[src/rtl/vend_payment_collector.sv]
// Vending payment collector: takes a selection, accumulates coins up to 99c,
// then hands money/price to a change dispenser and closes the transaction.
module vend_payment_collector (
   input  logic       clk,
   input  logic       reset,
   input  logic       coin_valid,
   input  logic [1:0] coin_type,
   input  logic       sel_valid,
   input  logic [6:0] sel_price,
   input  logic       cancel,
   input  logic       disp_done,
   output logic [6:0] money,
   output logic [6:0] price,
   output logic       start,
   output logic       coin_reject,
   output logic       sel_error,
   output logic       vend,
   output logic       txn_done,
   output logic       busy,
   output logic       fault
);

   typedef enum logic [1:0] {
      IDLE      = 2'd0,
      COLLECT   = 2'd1,
      LAUNCH    = 2'd2,
      WAIT_DONE = 2'd3
   } state_t;

   state_t     state;
   logic       refund;
   logic [3:0] timer;
   logic [6:0] coin_value;
   logic [6:0] sum;
   logic       price_legal;

   always_comb begin
      coin_value = 7'd0;
      case (coin_type)
         2'b00:   coin_value = 7'd25;
         2'b01:   coin_value = 7'd10;
         2'b10:   coin_value = 7'd5;
         default: coin_value = 7'd1;
      endcase
   end

   // 99 + 25 fits in 7 bits, so the sum never wraps before the cap check.
   assign sum         = money + coin_value;
   assign price_legal = (sel_price != 7'd0) && (sel_price <= 7'd99);
   assign busy        = (state != IDLE);

   always_ff @(posedge clk) begin
      if (reset) begin
         state       <= IDLE;
         money       <= 7'd0;
         price       <= 7'd0;
         refund      <= 1'b0;
         timer       <= 4'd0;
         start       <= 1'b0;
         coin_reject <= 1'b0;
         sel_error   <= 1'b0;
         vend        <= 1'b0;
         txn_done    <= 1'b0;
         fault       <= 1'b0;
      end else begin
         coin_reject <= 1'b0;
         sel_error   <= 1'b0;
         vend        <= 1'b0;
         txn_done    <= 1'b0;
         case (state)
            IDLE: begin
               money       <= 7'd0;
               price       <= 7'd0;
               start       <= 1'b0;
               refund      <= 1'b0;
               timer       <= 4'd0;
               coin_reject <= coin_valid;
               if (sel_valid) begin
                  if (price_legal) begin
                     price <= sel_price;
                     state <= COLLECT;
                  end else begin
                     sel_error <= 1'b1;
                  end
               end
            end
            COLLECT: begin
               if (money >= price) begin
                  // Paid in full: any coin arriving now goes back.
                  coin_reject <= coin_valid;
                  start       <= 1'b1;
                  timer       <= 4'd0;
                  state       <= LAUNCH;
               end else begin
                  if (coin_valid) begin
                     if (sum <= 7'd99) money <= sum;
                     else              coin_reject <= 1'b1;
                  end
                  if (cancel) begin
                     refund <= 1'b1;
                     price  <= 7'd0;
                     start  <= 1'b1;
                     timer  <= 4'd0;
                     state  <= LAUNCH;
                  end
               end
            end
            LAUNCH: begin
               coin_reject <= coin_valid;
               if (!disp_done) begin
                  start <= 1'b0;
                  state <= WAIT_DONE;
               end else if (timer == 4'd14) begin
                  // Fifteenth cycle with the dispenser never acknowledging.
                  fault  <= 1'b1;
                  start  <= 1'b0;
                  money  <= 7'd0;
                  price  <= 7'd0;
                  refund <= 1'b0;
                  timer  <= 4'd0;
                  state  <= IDLE;
               end else begin
                  timer <= timer + 4'd1;
               end
            end
            WAIT_DONE: begin
               coin_reject <= coin_valid;
               start       <= 1'b0;
               if (disp_done) begin
                  txn_done <= 1'b1;
                  vend     <= ~refund;
                  money    <= 7'd0;
                  price    <= 7'd0;
                  refund   <= 1'b0;
                  state    <= IDLE;
               end
            end
            default: state <= IDLE;
         endcase
      end
   end

endmodule

[config.mk]
export PLATFORM = sky130hd
export DESIGN_NAME = vend_payment_collector
export DESIGN_NICKNAME = d
export VERILOG_FILES = /design/src/rtl/vend_payment_collector.sv
export SDC_FILE = /design/constraint.sdc
export NUM_CORES = 1
export LEC_CHECK = 0
export ABC_AREA = 1
export BUFFER_PORTS_ARGS = -buffer_cell sky130_fd_sc_hd__buf_2
export CAP_MARGIN = 40
export CORE_MARGIN = 2
export CORE_UTILIZATION = 52
export CTS_BUF_LIST = sky130_fd_sc_hd__clkbuf_8
export DETAILED_ROUTE_END_ITERATION = 6
export PLACE_DENSITY = 0.79
export SYNTH_ARGS = -nofsm -noshare
export SYNTH_HDL_FRONTEND = slang
export SYNTH_SLANG_ARGS = --single-unit
[constraint.sdc]
create_clock -name clk -period 2 [get_ports clk]
set_input_delay 0.3 -clock clk [delete_from_list [all_inputs] [get_ports clk]]
set_output_delay 0.3 -clock clk [all_outputs]
set_load 0.01 [all_outputs]
; ---- Yosys cells after proc, flatten, opt, wreduce, memory -nomap -nowiden
; Cells that the tools add are included.
[totals]
register_bits = 27
in_bits = 15
out_inout_bits = 21
[op_classes]
add_sub_neg = 2
magnitude_cmp = 3
eq_ne = 17
n_mux = 41
bitwise_logic = 5
reduce_logical = 17
[op_table]
columns = op, count
row1 = $mux W7, 10
row2 = $pmux W7 S4, 2
row3 = $ne A2 B2 Y1 const B, 9
row4 = $mux W4, 4
row5 = $pmux W5 S3, 1
row6 = $le A7 B7 Y1 const B, 2
row7 = $mux W2, 7
row8 = $mux W1, 12
row9 = $pmux W4 S3, 1
row10 = $reduce_and A5 Y1, 2
row11 = $reduce_or A3 Y1, 3
row12 = $pmux W2 S4, 1
row13 = $add A7 B7 Y7, 1
row14 = $ge A7 B7 Y1, 1
row15 = $reduce_bool A7 Y1, 1
row16 = $eq A2 B2 Y1 const B, 3
row17 = $ne A3 B3 Y1 const B, 2
row18 = $reduce_and A3 Y1, 2
row19 = $reduce_and A6 Y1, 1
row20 = $not A1 Y1, 5
row21 = $add A4 B1 Y4 const B, 1
row22 = $eq A2 B1 Y1 const B, 2
row23 = $eq A4 B4 Y1 const B, 1
row24 = $logic_not A2 Y1, 2
row25 = other kinds (8), 9

; ---- Longest topological paths before layout
; Gate-level depths: netlist of the first run.
[depth]
ltp_word = 8
ltp_mapped = 16
depth_no_buf = 16

; ---- Least setup slack after synthesis of the first run
; Ideal clock, no wire load.
[synth_path]
path_type = in2reg
startpoint = in coin_type[1]
endpoint = reg money[0]
setup_ns = 0.113
arrival_time_ns = 1.896
required_ns = 1.887
slack_ns = -0.008
stages = 13
cell_sequence = inv_1 > nand2_1 > ha_1 > fa_1 > or2_2 > nand2_1 > nand3_1 > nor2_1 > nor2_1 > nand2_2 > nand2_2 > nor2_1 > nor2_1
[synth_via]
elab_chain_cells = 7
elab_cells_between_ends = 12
cone_classes = add/sub: 1 / order compare: 1 / eq/ne: 3 / mux: 5 / reduce/logical: 2
[synth_rtl]
columns = item, line
row1 = "start, declared", 7  ; input logic [1:0] coin_type,
row2 = $eq A2 B2 Y1 (tied with other cells), 39  ; case (coin_type)
row3 = $pmux W5 S3 (*), 39
row4 = $add A7 B7 Y7 (*), 48  ; assign sum = money + coin_value;
row5 = "parallel branches: the longest is 4 deep, another holds $le A7 B7 Y1", -
row6 = "end signal, assigned", 96  ; if (sum <= 7'd99) money <= sum;
row7 = "end, declared", 12  ; output logic [6:0] money,
; Every way passes the cells marked *. The select of a mux whose other input is x is not followed.
; A chain may end at the register's enable or synchronous reset.

; ---- Final worst setup path of the first run
[layout_path]
startpoint = reg money[0]
endpoint = reg money[0]
[layout_via]
elab_chain_cells = 5
elab_cells_between_ends = 10
cone_classes = add/sub: 1 / order compare: 2 / eq/ne: 2 / mux: 4 / reduce/logical: 1
[layout_rtl]
columns = item
row1 = "parallel branches: the longest is 5 deep, another holds $add A7 B7 Y7"
; Parallel ways; which one is timed is not known. The select of a mux whose other input is x is not followed.

==> results of run 1 <==
[worst min-delay path by stage]
stage | startpoint | end | slack [ps] | depth (start not counted)
6_report | coin_valid | coin_reject$_SDFF_PP0_ | 260 | 3
5_1_grt | coin_valid | coin_reject$_SDFF_PP0_ | 270 | 3
4_1_cts | coin_valid | coin_reject$_SDFF_PP0_ | 250 | 3
3_5_place_dp | refund$_SDFFE_PP0P_ | vend$_SDFF_PP0_ | 420 | 1
3_3_place_gp | refund$_SDFFE_PP0P_ | vend$_SDFF_PP0_ | 420 | 1
2_1_floorplan | refund$_SDFFE_PP0P_ | vend$_SDFF_PP0_ | 400 | 1
[layout make-up]
| type | count | area (um^2) | share of cell area (%) |
|---|---|---|---|
| timing repair buffer | 50 | 288 | 12.5 |
| clock buffer | 3 | 41.3 | 1.79 |
| clock inverter | 1 | 7.51 | 0.326 |
| tap | 46 | 57.6 | 2.50 |
| inverter | 37 | 139 | 6.03 |
| multi-input combinational | 213 | 1220 | 52.9 |
| sequential | 27 | 552 | 23.9 |
[cells by family (layout without fill, tap and decap cells)]
family,count (synthesis),in the layout,share of synthesized area (%)
flops,27,27,29.3
buf+inv,41,91,8.40
simple gates,170,170,42.3
fa+ha+maj,15,15,10.6
compound gates,25,25,8.06
xor+xnor,3,3,1.42
[critical path: cells and delay by family (launching register included)]
kind	cells	cell delay, ps
simple gates	10	900
fa+ha+maj	2	530
flops	1	370
buf+inv	1	50
[report_power, final]
| part | total (W) | internal (W) | switching (W) |
|---|---|---|---|
| sequential | 0.000768 | 0.000664 | 0.000103 |
| combinational | 0.00179 | 0.000715 | 0.00107 |
| clock | 0.000327 | 0.000142 | 0.000185 |
| total | 0.00288 | 0.00152 | 0.00136 |
[per-stage QoR]
stage / setup TNS, ps / std cells
2_1_floorplan: 0 / 281
3_3_place_gp: -682 / 370
3_5_place_dp: -1240 / 370
4_1_cts: 0 / 374
5_1_grt: -87.5 / 377
6_report: 0 / 377
[sequential cells by signal, summed over array words and instances, names as in the netlist]
signal,flops
timer,4
start,1
refund,1
coin_reject,1
fault,1
money,7
state,2
price,7
sel_error,1
vend,1
txn_done,1
[cells in the mapped netlist (all sizes together)]
master   n
a211oi   1
a21oi   18
and2     1
buf      2
clkbuf   2
dfxtp   27
fa       1
ha      14
inv     37
nand2   72
nand3   36
nand3b   1
nand4    9
nor2    44
nor3     5
nor4     1
o211ai   2
o21ai    4
or2      1
xnor2    1
xor2     2
[cell usage in the layout (no fill, tap or decap), types with 2 or more instances in the layout]
master	Yosys	layout
o21ai_0	4	4
nand4_1	8	8
nor2_2	1	3
ha_4	0	2
nand2_1	69	66
nor2_4	3	3
a21oi_1	17	16
nor3_1	5	5
dfxtp_2	0	6
buf_4	0	15
inv_2	1	2
nand3_2	2	5
xor2_1	2	2
nand2_2	3	5
inv_1	36	35
nor2_1	40	38
dfxtp_1	27	20
nand3_1	34	31
ha_1	14	11
buf_2	1	35
clkbuf_8	0	3
[timing repair]
action | CTS | global route
endpoints found under the setup margin | 1 | 10
resized for setup | 1 | 23
buffers inserted | 0 | 3
pin swaps | 0 | 12
hold buffers | 0 | 0
hold endpoints to repair | 0 | 0
[metal layers]
| layer | global-route usage [%] | vias up | share of wire [%] |
|---|---|---|---|
| li1 | - | 1016 | - |
| met1 | 27.5 | 866 | 43 |
| met2 | 39.6 | 53 | 51 |
| met3 | 2.50 | 4 | 4.9 |
| met4 | 7.34 | 0 | 1.0 |
| met5 | 0 | - | 0 |
==> flow_metrics.py, run 1 <==
metrics = {
    "run_status": {
        "status": "completed",
    },
    "cells_and_area": {
        "nNetsFinal": 362,
        "fill_cells": 305,
        "drive_above_1_share_pct": 26.9,
        "area_delta_synth_final_pct": 24.8,
        "fin_area_mm2": 0.00230,
        "post-route-util_pct": 68.5,
        "diodes": 0,
    },
    "power_and_ir_drop": {
        "p_leak_nw": 1.20,
        "peakVddDrop_uv": 916,
        "p_per_area_mw_per_mm2": 1250,
        "power_w": 0.00288,
    },
    "logic_synthesis": {
        "yosysSeqAreaShare_pct": 29.3,
        "yosys.area.top_type_share_pct": 29.3,
        "netlist_instances": 281,
        "synth_area_mm2": 0.00185,
        "yosys.area.top_type": "dfxtp_1",
        "yosysWarnings": 0,
        "yosysUniqueCellTypes": 30,
        "ys_ff_latch": 27,
        "synthesis.nets": 311,
        "avgSynthCellArea_um2": 6.57,
        "synth.area.top_cells": "dfxtp_1, nand2_1, ha_1, nand3_1, nor2_1",
    },
    "timing": {
        "finalMaxSlewViolations": 0,
        "fin_crit_sh_pct": 96.0,
        "fin_worst_skew_ps": 10.7,
        "fin_hold_ws_ps": 259,
        "worst_slew_pin_slew_ps": 462,
        "setup_ws_ps": 80.3,
        "slew_headroom_pct": 69.2,
        "fmax_mhz": 521,
        "rsz0062_at_grt": "true",
        "setup_viol": 0,
        "finalHoldViolCount": 0,
        "min_period_ps": 1920,
    },
    "critical_path": {
        "crit_chain": "ha_4, fa_2, nand2_1, nand3_2, nand3_1, nand3_1, nand3_2, inv_2, nand2_2, nand2_2, nand2_1, nand2_1, nor2_1",
        "crit_required_ps": 2210,
        "worstSetupStartpointType": "register",
        "critPathCapture": "money[0]$_SDFFE_PP0P_",
        "r2r_end": "money[0]$_SDFFE_PP0P_",
        "cp_slowest_stage_delay_ps": 370,
        "cpMaxStageDelayCell": "dfxtp_4",
        "r2r-start": "money[0]$_SDFFE_PP0P_",
        "cp_max_fo": 6,
        "critical_path_class": "register to register",
        "r2r_cells": 13,
        "cpMostUsedCell": "nand2_1",
        "critPathArrivalTime_ps": 2130,
        "r2r_setup_slack_ps": 80,
        "crit_path_start": "money[0]$_SDFFE_PP0P_",
        "cp-end-kind": "register",
    },
    "place": {
        "io_buffers": 35,
        "pre_cts_slack_ps": -193,
        "place_congestion": 0.850,
        "placed_area_mm2": 0.00216,
        "dp.final_hpwl_um": 3420,
    },
    "grt": {
        "gr-usage-all-layers_pct": 22.2,
        "grt_pass1_wl_um": 7240,
        "first_global_vias": 1729,
        "grt_remaining_overflow": 0,
        "grt_max_degree": 17,
        "antenna_found_initial": 0,
    },
    "floorplanning": {
        "core_region_area_mm2": 0.00336,
        "row_count": 21,
        "die_y_um": 63.6,
        "design.die.area_mm2": 0.00404,
        "die_width_um": 63.6,
        "io_pins": 36,
        "start_util_pct": 54.9,
    },
    "clock_network": {
        "clk_latency_ps": 280,
        "numCtsBuffers": 3,
        "clk_pin_slew_worst_paths_ps": 100,
        "cts_sinks": 27,
        "clockRootBuffer": "clkbuf_8",
        "cts_buffer_depth": 2,
        "cts_tree": "yes",
        "cts_max_level": 1,
    },
    "routing": {
        "drt_iter0_markers": 139,
        "viasPerCell": 5.14,
        "drc": 0,
        "firstDrtPassIters": 4,
        "ant_nets": 0,
        "wl_per_cell_um": 11.4,
        "via_count": 1939,
        "routed_wl_um": 4310,
    },
    "worst_hold_path": {
        "hp-class": "input pin to register",
    },
    "job": {
        "max_cap_viol_count": 0,
    },
}
(Power assumes the default switching activity.)
==> run 2, diff against run 1 <==
Settings changed: GPL_TIMING_DRIVEN set to 0.
==> flow_metrics.py, run 2 (synthesized netlist as in run 1, its figures left out) <==
metrics = {
    "run_status": {
        "status": "completed",
    },
    "routing": {
        "wl_per_cell_um": 11.4,
        "drt_iter0_markers": 77,
        "viasPerCell": 5.10,
        "drc": 0,
        "firstDrtPassIters": 4,
        "routed_wl_um": 4200,
        "via_count": 1883,
        "ant_nets": 0,
    },
    "floorplanning": {
        "row_count": 21,
        "die_y_um": 63.6,
        "die_width_um": 63.6,
        "core_region_area_mm2": 0.00336,
        "io_pins": 36,
        "start_util_pct": 54.9,
        "design.die.area_mm2": 0.00404,
    },
    "job": {
        "max_cap_viol_count": 0,
    },
    "cells_and_area": {
        "final_common_cell": "nand2_1",
        "nNetsFinal": 354,
        "drive_above_1_share_pct": 26.6,
        "fin_area_mm2": 0.00227,
        "fin_cells": 369,
        "fill_cells": 313,
        "top_regs": "money: 7 flops, price: 7 flops, timer: 4 flops",
        "area_delta_synth_final_pct": 22.9,
        "final_cell_mix": "nand2_1, nor2_1, inv_1, buf_2, nand3_1",
        "diodes": 0,
    },
    "critical_path": {
        "worstSetupStartpointType": "register",
        "critical_path_class": "register to register",
        "critPathArrivalTime_ps": 2130,
        "cp-end-kind": "register",
        "crit_required_ps": 2170,
        "r2r_setup_slack_ps": 40,
        "cp_max_fo": 6,
    },
    "place": {
        "numPlacedInstances": 361,
        "placed_area_mm2": 0.00208,
        "io_buffers": 34,
        "pre_cts_slack_ps": -249,
        "dp.final_hpwl_um": 3140,
        "place_congestion": 0.823,
    },
    "grt": {
        "met1_usage_pct": 27.2,
        "grt_remaining_overflow": 0,
        "gr-usage-all-layers_pct": 19.9,
        "grt_pass1_wl_um": 6610,
        "antenna_found_initial": 0,
        "grt-busiest-layer": "met2",
        "use_met2_pct": 33.3,
        "first_global_vias": 1573,
        "met3_usage_pct": 1.96,
        "grt_max_degree": 16,
    },
    "clock_network": {
        "numCtsBuffers": 3,
        "cts_sinks": 27,
        "clk_pin_slew_worst_paths_ps": 90,
        "cts_tree": "yes",
        "cts_max_level": 1,
        "clockRootBuffer": "clkbuf_8",
        "clk_latency_ps": 270,
        "cts_buffer_depth": 2,
    },
    "power_and_ir_drop": {
        "p_per_area_mw_per_mm2": 1240,
        "peakVddDrop_uv": 852,
        "p_leak_nw": 1.18,
    },
    "timing": {
        "fin_worst_skew_ps": 6.94,
        "setup_viol": 0,
        "fmax_mhz": 511,
        "finalMaxSlewViolations": 0,
        "fin_crit_sh_pct": 97.9,
        "fin_hold_ws_ps": 263,
        "min_period_ps": 1960,
        "finalHoldViolCount": 0,
        "setup_ws_ps": 43.0,
        "worst_slew_pin_slew_ps": 504,
        "slew_headroom_pct": 66.3,
    },
    "worst_hold_path": {
        "hp-class": "input pin to register",
    },
}
==> run 2: cell count changes in the layout (fill, tap and decap cells not counted), moves of 2 or more <==
| cell | change |
|---|---|
| nand3_1 | -2 |
| nand3_2 | +2 |
| nand2_4 | +2 |
| nand2_1 | -3 |
| buf_4 | -11 |
| clkbuf_1 | +2 |
==> run 2: final timing paths <==
| kind | startpoint | end | cells after the start |
|---|---|---|---|
| max reg2reg | money[0]$_SDFFE_PP0P_ | money[0]$_SDFFE_PP0P_ | 14 |
| min reg2reg | refund$_SDFFE_PP0P_ | vend$_SDFF_PP0_ | 1 |
| max | money[0]$_SDFFE_PP0P_ | money[0]$_SDFFE_PP0P_ | 14 |
| min | coin_valid | coin_reject$_SDFF_PP0_ | 3 |
==> run 2: layer usage <==
metal / wire length, um / vias to the layer above
li1: - / 1001
met1: 2030 / 841
met5: 0 / -
met3: 114 / 4
met4: 47 / 0
met2: 2010 / 37
==> run 2: per-stage QoR <==
stage | setup TNS (ps) | total power, W | utilization [%]
3_3_place_gp | -1600 | 0.00227 | 61.8
5_1_grt | -265 | 0.00308 | 67.5
6_report | 0 | 0.00281 | 67.5
2_1_floorplan | 0 | 0.00194 | -
4_1_cts | 0 | 0.00260 | 63.2
3_5_place_dp | -1530 | 0.00229 | 61.8
==> run 2: power breakdown <==
part           leakage [nW]  internal, W  switching (W)  total [W]
Clock                0.0255     0.000139       0.000167   0.000306
Sequential            0.224     0.000666       0.000115   0.000781
Combinational         0.928     0.000657        0.00106    0.00172
==> run 2: area by class of cell <==
cell class	instances	area, um^2	share of cell area, %
Multi-Input combinational cell	213	1260	55.4
Sequential cell	27	553	24.4
Timing Repair Buffer	38	200	8.82
Inverter	37	139	6.12
Tap cell	46	57.6	2.54
Clock buffer	3	41.3	1.82
Buffer	4	16.3	0.717
Clock inverter	1	5.00	0.221
==> run 2: timing repair <==
item	in CTS	in global routing
hold buffers	0	0
cloned	0	0
resized for setup	1	34
setup buffers	0	4
pin swaps	1	14
setup endpoints to repair	1	10
==> run 2: critical path: stages (launching register included) <==
cell and delay [ps]:
dfxtp_4 360, ha_4 160, fa_2 400, nand2_4 110, nand3_2 90, nand3_2 80, nand2_1 70, nand2_2 90
nand3_2 90, inv_2 100, nand2_4 70, nand2_2 100, nand2_1 50, nand2_1 50, nor2_1 40
==> run 3, diff against run 2 <==
Settings changed: CORE_UTILIZATION 52 to 33, PLACE_DENSITY 0.79 to not set.
==> flow_metrics.py, run 3 (synthesized netlist as in run 1, its figures left out) <==
metrics = {
    "run_status": {
        "status": "completed",
    },
    "power_and_ir_drop": {
        "p_clk_share_pct": 11.0,
        "comb_power_share_pct": 61.3,
        "switching_share_pct": 48.2,
        "p_leak_nw": 1.18,
        "p_per_area_mw_per_mm2": 1220,
        "p_seq_share_pct": 27.7,
        "switchingPower_w": 0.00136,
        "internal_power_w": 0.00146,
        "peakVddDrop_uv": 528,
    },
    "critical_path": {
        "cpMaxStageDelayCell": "fa_2",
        "cp-end-kind": "register",
        "cpMostUsedCell": "nand2_1",
        "crit_chain": "ha_4, fa_2, nand2_4, nand3_2, nand3_2, nand2_1, nand2_1, nand3_2, inv_2, nand2_4, nand2_4, nand2_1, nand2_1, nor2_1",
        "critPathArrivalTime_ps": 2070,
        "cp_max_fo": 6,
        "path_buf_inv": 1,
        "critical_path.top_delay_family": "simple AND/OR/NAND/NOR gates",
        "crit_required_ps": 2180,
        "worstSetupStartpointType": "register",
        "cp_slowest_stage_delay_ps": 400,
        "critical_path_class": "register to register",
    },
    "routing": {
        "ant_nets": 0,
        "routed_wl_um": 4430,
        "via_count": 1870,
        "drc": 0,
        "viasPerCell": 4.73,
        "wl_per_cell_um": 11.2,
        "firstDrtPassIters": 4,
        "drt_iter0_markers": 60,
    },
    "floorplanning": {
        "start_util_pct": 34.0,
        "core_region_area_mm2": 0.00544,
        "die_width_um": 78.8,
        "row_count": 27,
        "io_pins": 36,
        "die_y_um": 78.8,
        "design.die.area_mm2": 0.00621,
    },
    "cells_and_area": {
        "top_regs": "money: 7 flops, price: 7 flops, timer: 4 flops",
        "final_common_cell": "nand2_1",
        "final_cell_mix": "nand2_1, nor2_1, inv_1, buf_2, nand3_1",
        "area_delta_synth_final_pct": 24.8,
        "nNetsFinal": 354,
        "fill_cells": 581,
        "drive_above_1_share_pct": 25.4,
        "diodes": 0,
    },
    "clock_network": {
        "clk_pin_slew_worst_paths_ps": 90,
        "clk_latency_ps": 270,
        "numCtsBuffers": 3,
        "cts_tree": "yes",
        "cts_buffer_depth": 2,
        "cts_sinks": 27,
        "clockRootBuffer": "clkbuf_8",
        "holdBufCountCts": 0,
        "cts_max_level": 1,
    },
    "timing": {
        "fin_worst_skew_ps": 2.75,
        "setup_ws_ps": 108,
        "worst_slew_pin_slew_ps": 518,
        "fmax_mhz": 529,
        "tns_ps": 0,
        "finalMaxSlewViolations": 0,
        "fin_crit_sh_pct": 94.6,
        "slew_headroom_pct": 65.4,
        "finalHoldViolCount": 0,
        "min_period_ps": 1890,
        "setup_viol": 0,
    },
    "grt": {
        "grt_remaining_overflow": 0,
        "grt_max_degree": 16,
        "gr-usage-all-layers_pct": 14.7,
        "antenna_found_initial": 0,
        "first_global_vias": 1757,
        "grt_pass1_wl_um": 7520,
    },
    "worst_hold_path": {
        "hp-class": "input pin to register",
    },
    "place": {
        "dp.final_hpwl_um": 3550,
        "io_buffers": 34,
        "place_congestion": 0.866,
        "pre_cts_slack_ps": -268,
    },
    "job": {
        "max_cap_viol_count": 0,
    },
}
run 3: cell counts in the layout (fill, tap and decap cells not counted):
Identical to the previous run, type by type.
run 3: power by group through the flow:
stage / logic (W) / clock network, W / registers [W]
3_3_place_gp: 0.00153 / 0 / 0.000779
4_1_cts: 0.00157 / 0.000328 / 0.000768
3_5_place_dp: 0.00154 / 0 / 0.000780
5_1_grt: 0.00198 / 0.000349 / 0.000799
2_1_floorplan: 0.00115 / 0 / 0.000794
6_report: 0.00173 / 0.000311 / 0.000780
run 3: layout make-up:
cell class | count | area [um^2] | share of cell area [%]
multi-input combinational | 213 | 1260 | 54.8
inverter | 37 | 139 | 6.03
clock inverter | 1 | 5.00 | 0.217
clock buffer | 3 | 41.3 | 1.79
buffer | 4 | 16.3 | 0.706
timing repair buffer | 38 | 200 | 8.69
sequential | 27 | 551 | 23.9
tap | 72 | 90.1 | 3.91
run 3: worst reg2reg max path, stage by stage, from the launching register on:
cell and delay [ps]:
dfxtp_4 370, ha_4 160, fa_2 400, nand2_4 100, nand3_2 90, nand3_2 80, nand2_1 50, nand2_1 80
nand3_2 90, inv_2 100, nand2_4 80, nand2_4 80, nand2_1 50, nand2_1 50, nor2_1 30
run 3: stage by stage:
stage	total power [W]	cells	instance area [um^2]	hold WS (ps)	util (%)
2_1_floorplan	0.00194	281	1850	399	-
3_3_place_gp	0.00231	387	2110	417	38.8
3_5_place_dp	0.00232	387	2110	417	38.8
4_1_cts	0.00267	391	2170	284	39.9
5_1_grt	0.00313	395	2300	286	42.4
6_report	0.00282	395	2300	290	42.4
run 3: worst paths after layout:
path | from | endpoint | slack (ps) | cells past startpoint
setup / recovery | money[0]$_SDFFE_PP0P_ | money[0]$_SDFFE_PP0P_ | 110 | 14
hold / removal | coin_valid | coin_reject$_SDFF_PP0_ | 290 | 3
setup reg to reg | money[0]$_SDFFE_PP0P_ | money[0]$_SDFFE_PP0P_ | 110 | 14
hold reg to reg | refund$_SDFFE_PP0P_ | vend$_SDFF_PP0_ | 430 | 1
run 3: what timing repair did:
action,in CTS,in global routing
gates resized for setup,4,29
setup buffers,0,4
gates cloned,0,0
endpoints found under the setup margin,2,9
pin swaps,0,8
run 3: metal layers:
| metal | global-route usage (%) | routed length, um |
|---|---|---|
| met3 | 2.50 | 189 |
| met4 | 3.62 | 48 |
| met1 | 19.3 | 2130 |
| met2 | 25.1 | 2060 |
| met5 | 0 | 0 |
